===== config.mk =====
export PLATFORM = sky130hd
export DESIGN_NAME = fp_normalize_round_flat
export DESIGN_NICKNAME = d
export VERILOG_FILES = /design/src/rtl/fp_pkg.sv /design/src/rtl/fp_normalize_round_if.sv /design/src/rtl/fp_round_rne.sv /design/src/rtl/fp_normalize_round.sv /design/src/flat_wrapper.sv
export SDC_FILE = /design/constraint.sdc
export NUM_CORES = 1
export LEC_CHECK = 0
export BUFFER_PORTS_ARGS = -buffer_cell sky130_fd_sc_hd__buf_2
export CORE_UTILIZATION = 45
export CTS_BUF_LIST = sky130_fd_sc_hd__clkbuf_16
export DETAILED_ROUTE_END_ITERATION = 7
export PLACE_DENSITY = 0.62
export SYNTH_ARGS = -nofsm -noshare
export SYNTH_HDL_FRONTEND = slang
export SYNTH_SLANG_ARGS = --single-unit
export TNS_END_PERCENT = 5

===== constraint.sdc =====
create_clock -name clock -period 6 [get_ports clock]
set_clock_uncertainty 0.15 [all_clocks]
set_input_delay 1.2 -clock clock [delete_from_list [all_inputs] [get_ports clock]]
set_output_delay 1.2 -clock clock [all_outputs]
set_load 0.02 [all_outputs]

===== src/rtl/fp_pkg.sv =====
// Shared FP32 types and constants for the adder datapath stages.
// Imported by the normalize/round stage and its rounding helper.
package fp_pkg;

  localparam logic [7:0] EXP_MAX  = 8'hFF;
  localparam int         EXP_BIAS = 127;

  typedef struct packed {
    logic        sign;
    logic [7:0]  exp;
    logic [22:0] frac;
  } fp32_t;

  typedef enum logic [1:0] {
    IDLE,
    NORM,
    ROUND,
    DONE
  } nr_state_t;

endpackage


===== src/rtl/fp_normalize_round_if.sv =====
// Handshake bundle between the alignment/add stage (master) and normalize/round (slave).
// The inexact signal exists only when NORM_INEXACT_FLAG_EN is defined.
interface fp_normalize_round_if #(
  parameter int EXP_W = 8,
  parameter int MAN_W = 23
) ();

  logic                 in_valid;
  logic                 in_ready;
  logic                 sign_in;
  logic [EXP_W-1:0]     exp_in;
  logic [MAN_W+1:0]     mant_in;
  logic                 guard_in;
  logic                 round_in;
  logic                 sticky_in;
  logic                 out_valid;
  logic                 out_ready;
  logic [EXP_W+MAN_W:0] result;
  logic                 overflow;
`ifdef NORM_INEXACT_FLAG_EN
  logic                 inexact;
`endif

  modport master (
    output in_valid, sign_in, exp_in, mant_in, guard_in, round_in, sticky_in, out_ready,
`ifdef NORM_INEXACT_FLAG_EN
    input  inexact,
`endif
    input  in_ready, out_valid, result, overflow
  );

  modport slave (
    input  in_valid, sign_in, exp_in, mant_in, guard_in, round_in, sticky_in, out_ready,
`ifdef NORM_INEXACT_FLAG_EN
    output inexact,
`endif
    output in_ready, out_valid, result, overflow
  );

endinterface


===== src/rtl/fp_round_rne.sv =====
// Round-to-nearest-even on a carry/hidden/fraction mantissa; combinational, no handshake.
// On a rounding carry the mantissa comes back already shifted right and carry_o flags the exponent bump.
module fp_round_rne #(
  parameter int MAN_W = 23
) (
  input  logic [MAN_W+1:0] mant_i,
  input  logic             g_i,
  input  logic             r_i,
  input  logic             s_i,
  output logic [MAN_W+1:0] mant_o,
  output logic             carry_o
);

  logic             inc;
  logic [MAN_W+1:0] sum;

  always_comb begin
    inc     = g_i & (r_i | s_i | mant_i[0]);
    sum     = mant_i + {{(MAN_W+1){1'b0}}, inc};
    carry_o = sum[MAN_W+1];
    mant_o  = carry_o ? (sum >> 1) : sum;
  end

endmodule


===== src/rtl/fp_normalize_round.sv =====
// FP32 post-add normalize (one bit per cycle) + RNE round + pack; 2..26 cycles, one op in flight.
// in_ready only in IDLE; result held in DONE until out_ready. Optional NORM_INEXACT_FLAG_EN adds inexact.
module fp_normalize_round
  import fp_pkg::*;
#(
  parameter int EXP_W = 8,
  parameter int MAN_W = 23
) (
  input logic                 clock,
  input logic                 reset,
  fp_normalize_round_if.slave io
);

  localparam logic [EXP_W:0] E_ONE = {{EXP_W{1'b0}}, 1'b1};
  localparam logic [EXP_W:0] E_SAT = {1'b0, EXP_MAX};

  nr_state_t        state_q, state_d;
  logic             in_ready_q, in_ready_d;
  logic             out_valid_q, out_valid_d;
  fp32_t            result_q, result_d;
  logic             overflow_q, overflow_d;
  logic             sign_q, sign_d;
  logic [EXP_W:0]   e_q, e_d;
  logic [MAN_W+1:0] mant_q, mant_d;
  logic             g_q, g_d, r_q, r_d, s_q, s_d;
`ifdef NORM_INEXACT_FLAG_EN
  logic             inexact_q, inexact_d;
`endif

  logic [MAN_W+1:0] rnd_mant;
  logic             rnd_carry;
  logic [EXP_W:0]   e_rnd;

  fp_round_rne #(.MAN_W(MAN_W)) u_round (
    .mant_i  (mant_q),
    .g_i     (g_q),
    .r_i     (r_q),
    .s_i     (s_q),
    .mant_o  (rnd_mant),
    .carry_o (rnd_carry)
  );

  always_comb begin
    state_d    = state_q;
    result_d   = result_q;
    overflow_d = overflow_q;
    sign_d     = sign_q;
    e_d        = e_q;
    mant_d     = mant_q;
    g_d        = g_q;
    r_d        = r_q;
    s_d        = s_q;
`ifdef NORM_INEXACT_FLAG_EN
    inexact_d  = inexact_q;
`endif
    e_rnd      = e_q + {{EXP_W{1'b0}}, rnd_carry};

    case (state_q)
      IDLE: begin
        if (io.in_valid && in_ready_q) begin
          state_d    = NORM;
          sign_d     = io.sign_in;
          // Subnormal sums share the exponent-1 scale with the smallest normal.
          e_d        = (io.exp_in == '0) ? E_ONE : {1'b0, io.exp_in};
          mant_d     = io.mant_in;
          g_d        = io.guard_in;
          r_d        = io.round_in;
          s_d        = io.sticky_in;
          overflow_d = 1'b0;
`ifdef NORM_INEXACT_FLAG_EN
          inexact_d  = 1'b0;
`endif
        end
      end
      NORM: begin
        // e only equals 255 on the first NORM cycle, so this tests exp_in==FF.
        if (e_q == E_SAT) begin
          result_d.sign = sign_q;
          result_d.exp  = EXP_MAX;
          result_d.frac = mant_q[MAN_W-1:0];
          state_d       = DONE;
        end else if (mant_q == '0 && !(g_q | r_q | s_q)) begin
          result_d      = '0;
          result_d.sign = sign_q;
          state_d       = DONE;
        end else if (mant_q[MAN_W+1]) begin
          s_d     = s_q | r_q;
          r_d     = g_q;
          g_d     = mant_q[0];
          mant_d  = mant_q >> 1;
          e_d     = e_q + E_ONE;
          state_d = ROUND;
        end else if (!mant_q[MAN_W] && (e_q > E_ONE)) begin
          mant_d = {mant_q[MAN_W:0], g_q};
          g_d    = r_q;
          r_d    = 1'b0;
          e_d    = e_q - E_ONE;
        end else begin
          state_d = ROUND;
        end
      end
      ROUND: begin
        result_d.sign = sign_q;
        if (e_rnd >= E_SAT) begin
          result_d.exp  = EXP_MAX;
          result_d.frac = '0;
          overflow_d    = 1'b1;
        end else begin
          result_d.exp  = rnd_mant[MAN_W] ? e_rnd[EXP_W-1:0] : '0;
          result_d.frac = rnd_mant[MAN_W-1:0];
        end
`ifdef NORM_INEXACT_FLAG_EN
        inexact_d = g_q | r_q | s_q | (e_rnd >= E_SAT);
`endif
        state_d = DONE;
      end
      DONE: begin
        if (io.out_ready) state_d = IDLE;
      end
      default: state_d = IDLE;
    endcase

    in_ready_d  = (state_d == IDLE);
    out_valid_d = (state_d == DONE);
  end

  always_ff @(posedge clock) begin
    if (reset) begin
      state_q     <= IDLE;
      in_ready_q  <= 1'b1;
      out_valid_q <= 1'b0;
      result_q    <= '0;
      overflow_q  <= 1'b0;
      sign_q      <= 1'b0;
      e_q         <= '0;
      mant_q      <= '0;
      g_q         <= 1'b0;
      r_q         <= 1'b0;
      s_q         <= 1'b0;
`ifdef NORM_INEXACT_FLAG_EN
      inexact_q   <= 1'b0;
`endif
    end else begin
      state_q     <= state_d;
      in_ready_q  <= in_ready_d;
      out_valid_q <= out_valid_d;
      result_q    <= result_d;
      overflow_q  <= overflow_d;
      sign_q      <= sign_d;
      e_q         <= e_d;
      mant_q      <= mant_d;
      g_q         <= g_d;
      r_q         <= r_d;
      s_q         <= s_d;
`ifdef NORM_INEXACT_FLAG_EN
      inexact_q   <= inexact_d;
`endif
    end
  end

  assign io.in_ready  = in_ready_q;
  assign io.out_valid = out_valid_q;
  assign io.result    = result_q;
  assign io.overflow  = overflow_q;
`ifdef NORM_INEXACT_FLAG_EN
  assign io.inexact   = inexact_q;
`endif

endmodule


===== src/flat_wrapper.sv =====
// flat-port wrapper written by rule: the top's interface ports become plain ports
module fp_normalize_round_flat import fp_pkg::*;
#(
  parameter int EXP_W = 8,
  parameter int MAN_W = 23
)
  (clock, reset, io_in_valid, io_sign_in, io_exp_in, io_mant_in, io_guard_in, io_round_in, io_sticky_in, io_out_ready, io_in_ready, io_out_valid, io_result, io_overflow);
  fp_normalize_round_if #(.EXP_W(EXP_W), .MAN_W(MAN_W)) io_i ();
  input logic clock;
  input logic reset;
  input wire logic [$bits(io_i.in_valid)-1:0] io_in_valid;
  input wire logic [$bits(io_i.sign_in)-1:0] io_sign_in;
  input wire logic [$bits(io_i.exp_in)-1:0] io_exp_in;
  input wire logic [$bits(io_i.mant_in)-1:0] io_mant_in;
  input wire logic [$bits(io_i.guard_in)-1:0] io_guard_in;
  input wire logic [$bits(io_i.round_in)-1:0] io_round_in;
  input wire logic [$bits(io_i.sticky_in)-1:0] io_sticky_in;
  input wire logic [$bits(io_i.out_ready)-1:0] io_out_ready;
  output wire logic [$bits(io_i.in_ready)-1:0] io_in_ready;
  output wire logic [$bits(io_i.out_valid)-1:0] io_out_valid;
  output wire logic [$bits(io_i.result)-1:0] io_result;
  output wire logic [$bits(io_i.overflow)-1:0] io_overflow;
  assign io_i.in_valid = io_in_valid;
  assign io_i.sign_in = io_sign_in;
  assign io_i.exp_in = io_exp_in;
  assign io_i.mant_in = io_mant_in;
  assign io_i.guard_in = io_guard_in;
  assign io_i.round_in = io_round_in;
  assign io_i.sticky_in = io_sticky_in;
  assign io_i.out_ready = io_out_ready;
  assign io_in_ready = io_i.in_ready;
  assign io_out_valid = io_i.out_valid;
  assign io_result = io_i.result;
  assign io_overflow = io_i.overflow;
  fp_normalize_round #(.EXP_W(EXP_W), .MAN_W(MAN_W)) u_core (.clock(clock), .reset(reset), .io(io_i));
endmodule

==> impl_metrics.yaml, run 1 <==
run_status:
  status: "complete, but fails checks"
  violations: "design-rule violations"
critical_path:
  critPathLaunch: "u_core.mant_q[0]"
  start_kind: "flop"
  r2r_cells: 15
  crit_end: "u_core.io.result[21]"
  cp.required_ns: 6.11
  rr_startpoint: "u_core.mant_q[0]"
  r2r-end: "u_core.io.result[21]"
  endpoint_kind: "flop"
  reg2reg_slack_ns: 1.39
  worstPathArrival_ns: 4.72
  worst-path-max-fanout: 18
  crit_type: "reg -> reg"
synth:
  synth.yosys.seq_area_share_pct: 27.1
  synth_top_area_share_pct: 27.1
  synthesis.area_um2: 5540
  synth_edf_count: 0
  ys_warn_count: 0
  async_flop_share_pct: 0
  avgSynthCellArea_um2: 7.83
  synthAdderAreaFrac_pct: 2.71
  synthSimpleGateAreaFrac_pct: 26.6
  yosysTopAreaCell: "dfxtp_1"
  syn_inst: 707
  ys_seq_elements: 75
  synth_top_family_by_area: "simple AND/OR/NAND/NOR gates"
  syn_nets: 760
  ys.flop_type: "dfxtp_1"
  synth-compound-area-share_pct: 23.9
  muxShareOfSynthArea_pct: 5.70
  yosysUniqueCellTypes: 75
  synth_area_leaders: "dfxtp_1 27%, nor2_1 7.3%, mux2i_1 4.9%"
  synth_xor_area_share_pct: 4.11
clock_tree:
  cts_made_buffers: 9
  cts_resized: 0
  tritoncts: "built"
  cts_buffer_depth: 2
  clock_sinks: 75
  clockRootBuffer: "clkbuf_16"
  holdBufCountCts: 0
  clkTransAtPathRegs_ns: 0.06
  postCtsSetupRepairBufs: 0
  cts_htree_levels: 3
  worstSkewPairLatency_ns: 0.36
routing:
  viasPerCell: 6.17
  wirelength_um: 16000
  first_pass_iters: 6
  wl_per_cell_um: 18.1
  drcViolationCount: 1
  drt_iter0_markers: 401
  ant_nets: 0
  vias: 5437
sta:
  drv_slew: 0
  fin_hold_ws_ns: 0.308
  finalSetupViolCount: 0
  fmax_mhz: 217
  setup_tns_ns: 0
  slew_headroom_pct: 19.7
  period_share_pct: 76.8
  hold_viol_final: 0
  rsz0062_at_grt: "no"
  period_needed_ns: 4.61
  worst_pin_slew_ns: 1.20
finish:
  nNetsFinal: 782
  multi_input_area_um2: 3510
  regArea_um2: 1500
  fillCellCount: 1192
  syn2layout_area_growth_pct: 9.06
  insertedDiodeCount: 0
  drive_gt1_share_pct: 18.8
place:
  io_buffers: 75
  dpl.hpwl_um: 11100
  gp_congestion: 0.943
global_routing:
  grt_overflow: 0
  grt_pass1_vias: 4964
  grt_max_degree: 55
  grt_pass1_wl_um: 26200
  track_usage_pct: 26.1
  antenna_found_initial: 0
power:
  leakagePower_nw: 2.35
  ir_drop_mv: 0.279
  p_per_area_nw_per_um2: 571
min_path:
  hp-class: "reg -> reg"
floorplan:
  dieArea_um2: 12700
  die-width_um: 113
  fp.dieH_um: 113
  num_rows: 40
  core-area_um2: 12000
  ioPinCount: 76
  initial_core_util_pct: 46.1
job:
  drv_cap: 0
-- state kept, by name, indices dropped and copies added (netlist names), 2 cells and up --
name / flops
u_core.state_q: 2
u_core.io.result: 32
u_core.e_q: 9
u_core.mant_q: 25
-- critical path, cell delays in order, from the launching register on --
cell,delay [ns]
dfxtp_1,0.50
and2_1,0.18
ha_1,0.28
nand4_1,0.17
nor4_2,0.18
buf_4,0.22
a31oi_2,0.29
nor2_4,0.38
inv_2,0.11
ha_1,0.22
ha_1,0.21
nand3_1,0.18
and2_1,0.18
a221o_1,0.58
nand3_1,0.34
o32ai_1,0.33
-- through the flow --
step                area [um^2]  utilization [%]  power [mW]  setup slack [ns]  cells
global placement           5720             47.6        2.81              1.65    865
floorplan                  5540                -        2.44              2.49    707
detailed placement         5720             47.6        2.84              1.49    865
global route               6040             50.3        3.71             0.975    881
CTS                        6040             50.3        3.44              1.45    881
finish                     6040             50.3        3.45              1.39    881
-- area by class of cell --
type                    count  area share (%)
clock buffers               9            3.73
multi-input cells         542            58.1
well taps                 147            3.05
flip-flops and latches     75            24.9
repair buffers             89            7.96
clock inverters             7            1.53
inverters                  12           0.746
-- worst min path at each step --
stage               cells past startpoint  slack, ns                   end            startpoint
floorplan                               2       0.28  u_core.io.result[31]         u_core.sign_q
finish                                  2       0.31  u_core.io.result[31]         u_core.sign_q
global route                            1       0.33  u_core.io.result[24]  u_core.io.result[24]
detailed placement                      1       0.29  u_core.io.result[26]  u_core.io.result[26]
global placement                        1       0.29  u_core.io.result[25]  u_core.io.result[25]
CTS                                     1       0.31  u_core.io.result[26]  u_core.io.result[26]
-- Yosys cell counts (3+ instances only) --
| master | number |
|---|---|
| a211oi_1 | 11 |
| a21bo_2 | 6 |
| a21oi_1 | 44 |
| a221oi_1 | 24 |
| a311oi_1 | 7 |
| a31o_2 | 4 |
| a31oi_1 | 7 |
| a32oi_1 | 6 |
| and2_1 | 7 |
| and3_1 | 5 |
| and4_1 | 7 |
| buf_2 | 20 |
| buf_4 | 7 |
| buf_6 | 7 |
| clkbuf_1 | 30 |
| clkbuf_8 | 10 |
| dfxtp_1 | 75 |
| ha_1 | 12 |
| inv_1 | 11 |
| mux2_2 | 3 |
| mux2i_1 | 27 |
| nand2_1 | 51 |
| nand2b_1 | 8 |
| nand3_1 | 30 |
| nand4_1 | 13 |
| nor2_1 | 107 |
| nor2b_1 | 6 |
| nor3_1 | 14 |
| nor4_1 | 13 |
| o211ai_1 | 12 |
| o21ai_0 | 22 |
| o22ai_1 | 4 |
| o2bb2ai_1 | 8 |
| o31ai_1 | 6 |
| o32ai_1 | 3 |
| or3_1 | 3 |
| xnor2_1 | 14 |
| xor2_1 | 12 |
-- routing by layer --
layer	wire length (um)	share of wire (%)	global-route usage, %
met1	7590	47	36.9
met2	7020	44	38.9
met3	1090	6.8	6.27
met4	286	1.8	8.42
met5	0	0	0
-- cell families (layout without fill, tap and decap cells) --
| group | count (synthesis) | after routing |
|---|---|---|
| flip-flops | 75 | 75 |
| AND/OR/NAND/NOR | 287 | 287 |
| XOR/XNOR | 26 | 26 |
| multiplexers | 31 | 31 |
| buffers and inverters | 90 | 117 |
| AO/OA/AOI/OAI | 186 | 186 |
| adder cells (fa/ha/maj) | 12 | 12 |
-- cell usage in the layout, fill, tap and decap left out, types with 12 or more instances in the layout --
| cell | n |
|---|---|
| nor2_1 | 107 |
| buf_2 | 75 |
| dfxtp_1 | 75 |
| nand2_1 | 51 |
| a21oi_1 | 43 |
| nand3_1 | 30 |
| mux2i_1 | 27 |
| a221oi_1 | 24 |
| o21ai_0 | 22 |
| nor3_1 | 14 |
| xnor2_1 | 14 |
| buf_4 | 14 |
| nand4_1 | 13 |
| nor4_1 | 13 |
| xor2_1 | 12 |
| o211ai_1 | 12 |
| ha_1 | 12 |
-- report_power, final --
part / switching (mW) / leakage (nW) / internal, mW
Combinational: 1.20 / 1.58 / 0.716
Clock: 0.230 / 0.149 / 0.363
Sequential: 0.272 / 0.613 / 0.664
Note: power is estimated with default switching activity, not from simulation.
==> run 2, diff against run 1 <==
--- a/config.mk
+++ b/config.mk
@@ -9,7 +9,7 @@
 export CORE_UTILIZATION = 45
 export CTS_BUF_LIST = sky130_fd_sc_hd__clkbuf_16
 export DETAILED_ROUTE_END_ITERATION = 7
-export PLACE_DENSITY = 0.62
+export PLACE_DENSITY = 0.64
 export SYNTH_ARGS = -nofsm -noshare
 export SYNTH_HDL_FRONTEND = slang
 export SYNTH_SLANG_ARGS = --single-unit
==> constraint.sdc (replaced) <==
create_clock -name clock -period 4.05 [get_ports clock]
set_clock_uncertainty 0.15 [all_clocks]
set_input_delay 0.81 -clock clock [delete_from_list [all_inputs] [get_ports clock]]
set_output_delay 0.81 -clock clock [all_outputs]
set_load 0.02 [all_outputs]
==> impl_metrics.yaml, run 2 (synthesis results as in run 1) <==
floorplan:
  num_rows: 40
  die-width_um: 113
  core-area_um2: 12000
  ioPinCount: 76
  dieArea_um2: 12700
  fp.dieH_um: 113
  initial_core_util_pct: 46.1
finish:
  multi_input_area_um2: 3520
  regArea_um2: 1500
  layout_common_cells: "107 x nor2_1, 75 x buf_2, 75 x dfxtp_1"
  fin_area_um2: 6280
  layoutNonFillerInstCount: 906
  fillCellCount: 1158
  insertedDiodeCount: 0
  postLayoutCoreUtil_pct: 52.3
  layout_commonest_cell: "nor2_1"
  syn2layout_area_growth_pct: 13.5
  nNetsFinal: 807
  largest_register_ffs: 32
  drive_gt1_share_pct: 21.2
power:
  leakagePower_nw: 2.52
  p_total_mw: 5.41
  ir_drop_mv: 0.416
  switching_share_pct: 47.4
  p_seq_share_pct: 22.9
  p_per_area_nw_per_um2: 860
  power.net_switching_mw: 2.56
  clkPwrFrac_pct: 18.2
  p_int_mw: 2.84
  combPwrFrac_pct: 58.9
sta:
  hold_viol_final: 0
  fin_hold_ws_ns: 0.309
  setup_tns_ns: 0
  drv_slew: 0
  slew_headroom_pct: 34.6
  fin_ws_ns: 0.328
  period_share_pct: 91.9
  fmax_mhz: 269
  finalSetupViolCount: 0
  period_needed_ns: 3.72
  rsz0062_at_grt: "no"
  worst_pin_slew_ns: 0.974
critical_path:
  worstPathArrival_ns: 3.83
  critPathBufInv: 1
  start_kind: "flop"
  crit_path_frequent_cell: "ha_1"
  worst-path-max-fanout: 13
  cp_top_family: "simple AND/OR/NAND/NOR gates"
  endpoint_kind: "flop"
  path_cells: "and2_1, ha_1, nand4_1, nor4_4, and3_4, nor2_4, inv_2, ha_1, ha_1, nand3_1, nor3_1, a221o_1, nand3_1, o32ai_1"
  cp.required_ns: 4.16
  cpMaxStageDelayCell: "dfxtp_1"
  max_stage_delay_ns: 0.48
  crit_type: "reg -> reg"
clock_tree:
  cts_made_buffers: 9
  cts_resized: 0
  holdBufCountCts: 0
  worstSkewPairLatency_ns: 0.35
  clock_sinks: 75
  postCtsSetupRepairBufs: 0
  clkTransAtPathRegs_ns: 0.06
  cts_htree_levels: 3
  tritoncts: "built"
  cts_buffer_depth: 2
  clockRootBuffer: "clkbuf_16"
routing:
  drcViolationCount: 0
  ant_nets: 0
  drt_iter0_markers: 388
  wirelength_um: 16700
  viasPerCell: 6.20
  wl_per_cell_um: 18.4
  first_pass_iters: 5
  vias: 5619
global_routing:
  grt_pass1_vias: 5381
  grt_max_degree: 49
  grt_overflow: 0
  grt_pass1_wl_um: 27500
  antenna_found_initial: 0
  track_usage_pct: 27.2
place:
  dpl_worst_slack_ns: 0.308
  dp_cells: 890
  gp_congestion: 0.904
  dpl.hpwl_um: 11800
  placedInstanceArea_um2: 5920
  io_buffers: 75
min_path:
  hp-class: "reg -> reg"
job:
  drv_cap: 0
run_status:
  status: "finished, final reports clean"
## run 2: per-layer routing
metal  vias to the layer above  wire [um]  part of all wire, %  GRT usage, %
li1                       2682          -                    -             -
met1                      2661       7510                   45          35.8
met2                       249       7580                   45          43.0
met3                        27       1150                  6.9          5.25
met4                         0        431                  2.6          12.5
met5                         -          0                    0             0
## run 2: path summary, 6_finish.rpt
path | from | end | slack [ns] | depth (start not counted)
hold reg to reg | u_core.sign_q | u_core.io.result[31] | 0.31 | 2
setup / recovery | u_core.g_q | u_core.io.result[10] | 0.33 | 14
hold / removal | u_core.sign_q | u_core.io.result[31] | 0.31 | 2
setup reg to reg | u_core.g_q | u_core.io.result[10] | 0.33 | 14
## run 2: power by group through the flow
stage / Sequential, mW / Combinational, mW / Clock (mW)
global route: 1.27 / 3.49 / 1.03
global placement: 1.23 / 3.08 / 0
finish: 1.24 / 3.18 / 0.985
floorplan: 1.24 / 2.39 / 0
detailed placement: 1.25 / 3.14 / 0
CTS: 1.23 / 3.15 / 0.996
## run 2: final cells by class
type,count,area share [%]
clock inverters,7,2.09
flip-flops and latches,75,23.9
well taps,147,2.93
multi-input cells,542,56.0
inverters,12,0.717
repair buffers,114,10.8
clock buffers,9,3.58
## run 2: worst reg2reg max path, cell delays in order, from the launching register on
cell,delay (ns)
dfxtp_1,0.48
and2_1,0.18
ha_1,0.15
nand4_1,0.17
nor4_4,0.27
and3_4,0.36
nor2_4,0.05
inv_2,0.11
ha_1,0.19
ha_1,0.21
nand3_1,0.17
nor3_1,0.28
a221o_1,0.18
nand3_1,0.31
o32ai_1,0.37
==> run 3, diff against run 2 <==
--- a/config.mk
+++ b/config.mk
@@ -6,10 +6,11 @@
 export NUM_CORES = 1
 export LEC_CHECK = 0
 export BUFFER_PORTS_ARGS = -buffer_cell sky130_fd_sc_hd__buf_2
-export CORE_UTILIZATION = 45
+export CORE_UTILIZATION = 53
 export CTS_BUF_LIST = sky130_fd_sc_hd__clkbuf_16
+export CTS_CLUSTER_SIZE = 25
 export DETAILED_ROUTE_END_ITERATION = 7
-export PLACE_DENSITY = 0.64
+export PLACE_DENSITY_LB_ADDON = 0.15
 export SYNTH_ARGS = -nofsm -noshare
 export SYNTH_HDL_FRONTEND = slang
 export SYNTH_SLANG_ARGS = --single-unit
==> impl_metrics.yaml, run 3 (synthesis results as in run 1) <==
routing:
  drt_iter0_markers: 405
  wl_per_cell_um: 17.9
  first_pass_iters: 5
  viasPerCell: 6.28
  drcViolationCount: 0
  vias: 5601
  wirelength_um: 15900
  ant_nets: 0
power:
  switching_share_pct: 48.3
  p_seq_share_pct: 23.3
  p_total_mw: 5.25
  ir_drop_mv: 0.375
  combPwrFrac_pct: 60.6
  leakagePower_nw: 2.48
  p_per_area_nw_per_um2: 844
  power.net_switching_mw: 2.53
  p_int_mw: 2.72
  clkPwrFrac_pct: 16.2
critical_path:
  cp.required_ns: 4.10
  worst-path-max-fanout: 17
  start_kind: "flop"
  crit_type: "reg -> reg"
  rr_startpoint: "u_core.g_q"
  endpoint_kind: "flop"
  worstPathArrival_ns: 3.67
  critPathLaunch: "u_core.g_q"
place:
  io_buffers: 75
  dpl.hpwl_um: 11100
  gp_congestion: 0.991
  placedInstanceArea_um2: 5890
global_routing:
  grt_max_degree: 52
  grt_pass1_vias: 5365
  track_usage_pct: 29.9
  antenna_found_initial: 0
  grt_overflow: 0
  grt_pass1_wl_um: 26200
floorplan:
  initial_core_util_pct: 55.6
  num_rows: 36
  fp.dieH_um: 104
  core-area_um2: 9950
  die-width_um: 104
  ioPinCount: 76
  dieArea_um2: 10900
finish:
  largest_register_ffs: 32
  layout_commonest_cell: "nor2_1"
  fillCellCount: 926
  insertedDiodeCount: 0
  fin_area_um2: 6220
  syn2layout_area_growth_pct: 12.3
  multi_input_area_um2: 3510
  nNetsFinal: 808
  layout_common_cells: "107 x nor2_1, 75 x buf_2, 75 x dfxtp_1"
  drive_gt1_share_pct: 21.6
  regArea_um2: 1500
run_status:
  status: "finished, final reports clean"
clock_tree:
  clock_sinks: 75
  cts_buffer_depth: 2
  cts_htree_levels: 3
  holdBufCountCts: 0
  cts_made_buffers: 9
  worstSkewPairLatency_ns: 0.34
  tritoncts: "built"
  clockRootBuffer: "clkbuf_16"
  clkTransAtPathRegs_ns: 0.06
job:
  drv_cap: 0
min_path:
  hp-class: "reg -> reg"
  min-delay-start: "u_core.io.result[28]"
sta:
  finalSetupViolCount: 0
  period_needed_ns: 3.61
  worst_pin_slew_ns: 0.983
  slew_headroom_pct: 33.9
  hold_viol_final: 0
  fin_hold_ws_ns: 0.314
  fmax_mhz: 277
  rsz0062_at_grt: "no"
  drv_slew: 0
  period_share_pct: 89.2
==> run 3: cell types whose count changed in the layout (fill, tap and decap cells not counted), sizes merged <==
cell	previous run	this run
bufinv	4	2
buf	114	115
clkinv	2	3
clkinvlp	0	1
inv	13	12
==> run 3: worst paths after layout <==
check | endpoint | slack, ns | depth (start not counted)
worst max-delay path | u_core.io.result[12] | 0.44 | 15
worst min-delay path | u_core.io.result[28] | 0.31 | 1
worst max register to register | u_core.io.result[12] | 0.44 | 15
worst min register to register | u_core.io.result[28] | 0.31 | 1
==> run 3: final cells by class <==
cell class	count	area share, %
sequential	75	24.1
timing repair buffer	115	11.1
tap	133	2.68
clock inverter	6	1.31
inverter	12	0.724
clock buffer	9	3.62
multi-input combinational	542	56.5
==> run 3: power by group through the flow <==
stage	combinational, mW	sequential [mW]	clock [mW]
2_1_floorplan	2.39	1.24	0
3_3_place_gp	3.04	1.22	0
3_5_place_dp	3.09	1.23	0
4_1_cts	3.11	1.22	0.856
5_1_grt	3.49	1.26	0.895
6_report	3.18	1.22	0.848
==> run 3: repair_timing <==
item,in CTS,in global routing
gates resized for setup,1,0
setup endpoints to repair,2,2
buffers inserted,0,1
cloned,0,0
==> run 3: worst max-delay path, stage by stage (launching register included) <==
cell      delay [ns]
dfxtp_1         0.47
and2_1          0.17
ha_1            0.17
nand4_1         0.15
nor4_2          0.30
a31oi_2         0.19
nor2_4          0.15
inv_2           0.08
ha_1            0.20
ha_1            0.21
xor2_1          0.18
nand4b_1        0.15
a221o_2         0.44
buf_12          0.17
a32oi_1         0.20
a211oi_1        0.09
==> run 3: layer usage <==
| layer | up-vias | GRT usage [%] | wire, um |
|---|---|---|---|
| li1 | 2683 | - | - |
| met1 | 2650 | 37.8 | 6860 |
| met2 | 227 | 48.4 | 7430 |
| met3 | 41 | 6.64 | 1200 |
| met4 | 0 | 13.4 | 432 |
| met5 | - | 0 | 0 |
==> run 3: stage by stage <==
stage          setup slack (ns)  util (%)  setup TNS (ns)  instances
4_1_cts                   0.292      62.3               0        891
5_1_grt                   0.108      62.5               0        892
3_5_place_dp            -0.0161      59.2         -0.0260        876
3_3_place_gp              0.230      59.2               0        876
6_report                  0.436      62.5               0        892
2_1_floorplan             0.537         -               0        707
